<file path="src/rtl/sd_sector_arbiter.sv">
// Round-robin arbiter sharing the MiST SD block request channel between two
// requesters. Sequences the rd/wr -> ack handshake and steers the sector
// buffer strobe/data to the granted requester.
module sd_sector_arbiter #(
  parameter int unsigned TO_BITS = 24
) (
  input  logic        clk_sys,
  input  logic        reset_n,
  input  logic [1:0]  req_rd,
  input  logic [1:0]  req_wr,
  input  logic [31:0] req_lba0,
  input  logic [31:0] req_lba1,
  output logic [1:0]  req_busy,
  output logic [1:0]  req_done,
  output logic [1:0]  req_err,
  output logic [1:0]  buff_wr,
  input  logic [7:0]  buff_din0,
  input  logic [7:0]  buff_din1,
  output logic [31:0] sd_lba,
  output logic        sd_rd,
  output logic        sd_wr,
  input  logic        sd_ack,
  input  logic        sd_buff_wr,
  output logic [7:0]  sd_buff_din
);

  typedef enum logic [2:0] {
    StIdle,
    StReq,
    StXfer,
    StDone,
    StErr
  } state_e;

  localparam logic [TO_BITS-1:0] CntMax = '1;
  localparam logic [TO_BITS-1:0] CntOne = TO_BITS'(1);

  state_e             r_state, w_state_nxt;
  logic               r_grant, w_grant_nxt;
  logic               r_last, w_last_nxt;
  logic [TO_BITS-1:0] r_cnt, w_cnt_nxt;
  logic [31:0]        r_sd_lba, w_sd_lba_nxt;
  logic               r_sd_rd, w_sd_rd_nxt;
  logic               r_sd_wr, w_sd_wr_nxt;
  logic [1:0]         r_busy, w_busy_nxt;
  logic [1:0]         r_done, w_done_nxt;
  logic [1:0]         r_err, w_err_nxt;

  logic r_ack_meta, r_ack_s, r_ack_d;
  logic w_ack_rise, w_ack_fall;

  logic [1:0] w_pend;
  logic       w_pick;
  logic       w_pick_wr;
  logic       w_route;

  // Two-flop synchronizer plus delay flop for edge detection of sd_ack.
  always_ff @(posedge clk_sys or negedge reset_n) begin
    if (!reset_n) begin
      r_ack_meta <= 1'b0;
      r_ack_s    <= 1'b0;
      r_ack_d    <= 1'b0;
    end else begin
      r_ack_meta <= sd_ack;
      r_ack_s    <= r_ack_meta;
      r_ack_d    <= r_ack_s;
    end
  end

  assign w_ack_rise = r_ack_s & ~r_ack_d;
  assign w_ack_fall = ~r_ack_s & r_ack_d;

  // Grant selection: a lone pending requester wins, a tie goes to the one not served last.
  assign w_pend    = req_rd | req_wr;
  assign w_pick    = (w_pend == 2'b11) ? ~r_last : ~w_pend[0];
  // Read takes precedence when a requester raises both rd and wr.
  assign w_pick_wr = w_pick ? (~req_rd[1] & req_wr[1]) : (~req_rd[0] & req_wr[0]);

  // Next-state and registered-output logic of the handshake FSM.
  always_comb begin
    w_state_nxt  = r_state;
    w_grant_nxt  = r_grant;
    w_last_nxt   = r_last;
    w_cnt_nxt    = r_cnt;
    w_sd_lba_nxt = r_sd_lba;
    w_sd_rd_nxt  = r_sd_rd;
    w_sd_wr_nxt  = r_sd_wr;
    w_busy_nxt   = r_busy;
    w_done_nxt   = 2'b00;
    w_err_nxt    = 2'b00;

    unique case (r_state)
      StIdle: begin
        if (|w_pend) begin
          w_grant_nxt  = w_pick;
          w_sd_lba_nxt = w_pick ? req_lba1 : req_lba0;
          w_busy_nxt   = w_pick ? 2'b10 : 2'b01;
          w_cnt_nxt    = '0;
          w_sd_rd_nxt  = ~w_pick_wr;
          w_sd_wr_nxt  = w_pick_wr;
          w_state_nxt  = StReq;
        end
      end
      StReq: begin
        if (w_ack_rise) begin
          w_sd_rd_nxt = 1'b0;
          w_sd_wr_nxt = 1'b0;
          w_cnt_nxt   = '0;
          w_state_nxt = StXfer;
        end else if (r_cnt == CntMax) begin
          w_sd_rd_nxt = 1'b0;
          w_sd_wr_nxt = 1'b0;
          w_state_nxt = StErr;
        end else begin
          w_cnt_nxt = r_cnt + CntOne;
        end
      end
      StXfer: begin
        if (w_ack_fall) begin
          w_state_nxt = StDone;
        end else if (r_cnt == CntMax) begin
          w_state_nxt = StErr;
        end else begin
          w_cnt_nxt = r_cnt + CntOne;
        end
      end
      StDone: begin
        w_done_nxt  = r_grant ? 2'b10 : 2'b01;
        w_busy_nxt  = 2'b00;
        w_last_nxt  = r_grant;
        w_state_nxt = StIdle;
      end
      StErr: begin
        w_err_nxt   = r_grant ? 2'b10 : 2'b01;
        w_busy_nxt  = 2'b00;
        w_last_nxt  = r_grant;
        w_state_nxt = StIdle;
      end
      default: begin
        w_sd_rd_nxt = 1'b0;
        w_sd_wr_nxt = 1'b0;
        w_busy_nxt  = 2'b00;
        w_state_nxt = StIdle;
      end
    endcase
  end

  // State and registered outputs; last resets to 1 so requester 0 wins the first tie.
  always_ff @(posedge clk_sys or negedge reset_n) begin
    if (!reset_n) begin
      r_state  <= StIdle;
      r_grant  <= 1'b0;
      r_last   <= 1'b1;
      r_cnt    <= '0;
      r_sd_lba <= 32'h0;
      r_sd_rd  <= 1'b0;
      r_sd_wr  <= 1'b0;
      r_busy   <= 2'b00;
      r_done   <= 2'b00;
      r_err    <= 2'b00;
    end else begin
      r_state  <= w_state_nxt;
      r_grant  <= w_grant_nxt;
      r_last   <= w_last_nxt;
      r_cnt    <= w_cnt_nxt;
      r_sd_lba <= w_sd_lba_nxt;
      r_sd_rd  <= w_sd_rd_nxt;
      r_sd_wr  <= w_sd_wr_nxt;
      r_busy   <= w_busy_nxt;
      r_done   <= w_done_nxt;
      r_err    <= w_err_nxt;
    end
  end

  assign w_route = (r_state == StReq) || (r_state == StXfer);

  // Buffer steering to the granted requester while a transfer is in flight.
  always_comb begin
    buff_wr     = 2'b00;
    sd_buff_din = 8'h00;
    if (w_route) begin
      if (r_grant) begin
        buff_wr     = {sd_buff_wr, 1'b0};
        sd_buff_din = buff_din1;
      end else begin
        buff_wr     = {1'b0, sd_buff_wr};
        sd_buff_din = buff_din0;
      end
    end
  end

  assign req_busy = r_busy;
  assign req_done = r_done;
  assign req_err  = r_err;
  assign sd_lba   = r_sd_lba;
  assign sd_rd    = r_sd_rd;
  assign sd_wr    = r_sd_wr;

endmodule

</file>
<file path="config.mk">
export PLATFORM = sky130hd
export DESIGN_NAME = sd_sector_arbiter
export DESIGN_NICKNAME = d
export VERILOG_FILES = /design/src/rtl/sd_sector_arbiter.sv
export SDC_FILE = /design/constraint.sdc
export NUM_CORES = 1
export LEC_CHECK = 0
export BUFFER_PORTS_ARGS = -buffer_cell sky130_fd_sc_hd__buf_2
export CORE_ASPECT_RATIO = 1.75
export CORE_MARGIN = 2
export CORE_UTILIZATION = 40
export CTS_CLUSTER_DIAMETER = 80
export DETAILED_ROUTE_END_ITERATION = 7
export PLACE_DENSITY = 0.68
export SYNTH_ARGS = -nofsm -noshare
export SYNTH_HDL_FRONTEND = slang
export SYNTH_SLANG_ARGS = --single-unit
</file>
<file path="constraint.sdc">
create_clock -name clk_sys -period 2.53 [get_ports clk_sys]
set_input_delay 0.1265 -clock clk_sys [delete_from_list [all_inputs] [get_ports clk_sys]]
set_output_delay 0.1265 -clock clk_sys [all_outputs]
set_load 0.005 [all_outputs]
</file>
==> flow_summary.ini <==
[status]
status = finished, final reports clean

[logic_synthesis]
yosys-top-cells-count = nor2_1 (75), dfrtp_1 (71), mux2i_1 (43)
ys_dominant_reg_cell = dfrtp_1
synthMostInstantiatedCell = nor2_1
synth_edf_count = 0
async_flop_share_pct = 100
yosys.area.top_type = dfrtp_1
postSynthCellCount = 397
yosys-top-cells-area = dfrtp_1 (47%), mux2i_1 (12%), nor2_1 (7.5%)
syn_nets = 486
synth_top_area_share_pct = 47.5
synth-seq-cells = 72
ys_warn_count = 0
synthesis.area_um2 = 3740
yosysUniqueCellTypes = 47
ys_seq_area_share_pct = 48.2
postSynthAreaPerCell_um2 = 9.43

[routing]
wl_per_cell_um = 14.2
postRouteAntennaNets = 0
via_per_inst = 5.19
drcViolationCount = 0
finalWirelength_um = 9380
vias = 3418
drtIter0Drc = 123
drtPass1Iterations = 4

[die]
start_util_pct = 41.2
core_um2 = 9090
die_h_um = 132
dieArea_um2 = 10200
fp.dieW_um = 77.1
ios = 138
rows = 46

[sta]
hold_violations = 0
period_minus_slack_ns = 2.26
fin_skew_ns = 0.00529
period_share_pct = 89.2
drv_slew = 0
tightest_slew_ns = 0.702
setup_violations = 0
whs_ns = 0.0962
fmax_mhz = 443
relSlewSlack_pct = 53.2
fin_setup_tns_ns = 0
rsz0062_at_grt = no

[grt]
grt_pass1_wl_um = 15700
grt_pass1_vias = 3431
track_usage_pct = 19.0
grt_max_degree = 66
antenna_found_initial = 0
grt-ovfl-total = 0

[worst_hold_path]
hold_path.class = in2reg
holdPathStages = 3
worstHoldStart = req_lba0[15]
hold_end = sd_lba[15]

[job]
maxCapViolCount = 0

[placed_design]
postPlaceCellArea_um2 = 4620
io_buffers = 137
place_hpwl_um = 7040
place_congestion = 0.862

[cts]
path_clk_slew_ns = 0.05
cts-root-buf = clkbuf_16
numCtsBuffers = 9
htreeDepth = 3
cts_resized = 0
post_cts_buffers = 0
postCtsHoldBufs = 2
clkSinkCount = 72
clk-insertion-delay-late_ns = 0.33
clock_path_buffers = 2
cts_tree = yes

[worst_setup_path]
worstSetupStartpoint = r_state[1]
crit_required_ns = 2.72
r2r_start = r_state[1]
path_max_fanout = 10
ff2ff_setup_slack_ns = 0.27
cp-start-kind = flop
cp-end-kind = flop
path_class = reg2reg
rr_endpoint = r_cnt[22]
crit_arrival_ns = 2.45
r2r_cells = 6

[finish]
drive_above_1_share_pct = 31.9
n_antenna_cell = 0
area_delta_synth_final_pct = 33.3
n_fill_cell = 874
multi_input_area_um2 = 1830
finalNetCount = 623
fin_util_pct = 54.8
finish.instance_area_um2 = 4990
layout.area.seq_um2 = 1800

[power]
leakage_nw = 2.44
ir_drop_mv = 0.700
p_per_area_nw_per_um2 = 1030
## routing by layer
metal	routed length [µm]	vias to the layer above	global-route usage [%]
li1	-	1666	-
met1	3630	1590	21.0
met2	4890	136	33.9
met3	563	26	4.38
met4	289	0	9.13
met5	0	-	0
## critical path, cell delays in order, from the launching register on
cell and delay [ns]:
dfrtp_1 0.47, and3b_1 0.23, a2111o_1 0.48, buf_4 0.21, a2111oi_0 0.51, xnor2_1 0.18, nor2_1 0.05
## cells in the final DEF (no fill, tap or decap), types with 3 or more instances in the layout
cell	instances
nand4_1	9
nand3_1	10
bufinv_16	3
o21ai_0	9
and3_1	5
a22oi_1	3
nand2_1	21
xnor2_1	15
nor2_1	75
a211oi_1	9
nand2b_1	5
and2_1	3
or3_1	4
buf_2	137
buf_4	11
a21oi_1	41
inv_1	9
clkbuf_16	9
mux2i_1	43
and4_1	4
dfrtp_1	71
## kinds of logic after synthesis
family                     share of synthesized area (%)
AOI/OAI and AO/OA                                   13.1
xor gates and xnor gates                            3.74
adders and majority gates                          0.334
buffers and inverters                               3.74
DFF                                                 48.2
muxes                                               11.5
and+or+nand+nor                                     19.4
## area by class of cell
| cell class | instances | share of cell area (%) |
|---|---|---|
| clock inverters | 5 | 2.08 |
| flip-flops and latches | 72 | 36.2 |
| inverters | 9 | 0.677 |
| repair buffers | 152 | 16.6 |
| well taps | 120 | 3.01 |
| multi-input cells | 290 | 36.6 |
| clock buffers | 11 | 4.87 |
## sequential cells by signal, summed over array words and instances, names as in the netlist
register    cells
r_ack_d         1
r_ack_meta      1
r_ack_s         1
r_cnt          24
r_grant         1
r_last          1
r_state         3
req_busy        2
req_done        2
req_err         2
sd_lba         32
sd_rd           1
sd_wr           1
## power by group
| group | leakage [nW] | switching, mW | internal, mW |
|---|---|---|---|
| clock network | 0.170 | 0.462 | 0.990 |
| registers | 0.885 | 0.256 | 1.51 |
| logic | 1.38 | 1.08 | 0.869 |
| total | 2.44 | 1.79 | 3.37 |
## stage by stage
| step | setup WS (ns) | std cells | power, mW |
|---|---|---|---|
| 2_1_floorplan | 0.512 | 397 | 2.95 |
| 3_3_place_gp | 0.382 | 641 | 3.66 |
| 3_5_place_dp | 0.334 | 641 | 3.74 |
| 4_1_cts | 0.270 | 659 | 5.22 |
| 5_1_grt | 0.156 | 659 | 5.52 |
| 6_report | 0.274 | 659 | 5.16 |
## how the worst max path moves through the flow
stage | endpoint | cells past startpoint
floorplan | r_cnt[19] | 6
global placement | r_cnt[21] | 6
detailed placement | r_cnt[21] | 6
CTS | r_cnt[22] | 6
global route | r_cnt[22] | 6
finish | r_cnt[22] | 6
(Power assumes the default switching activity.)
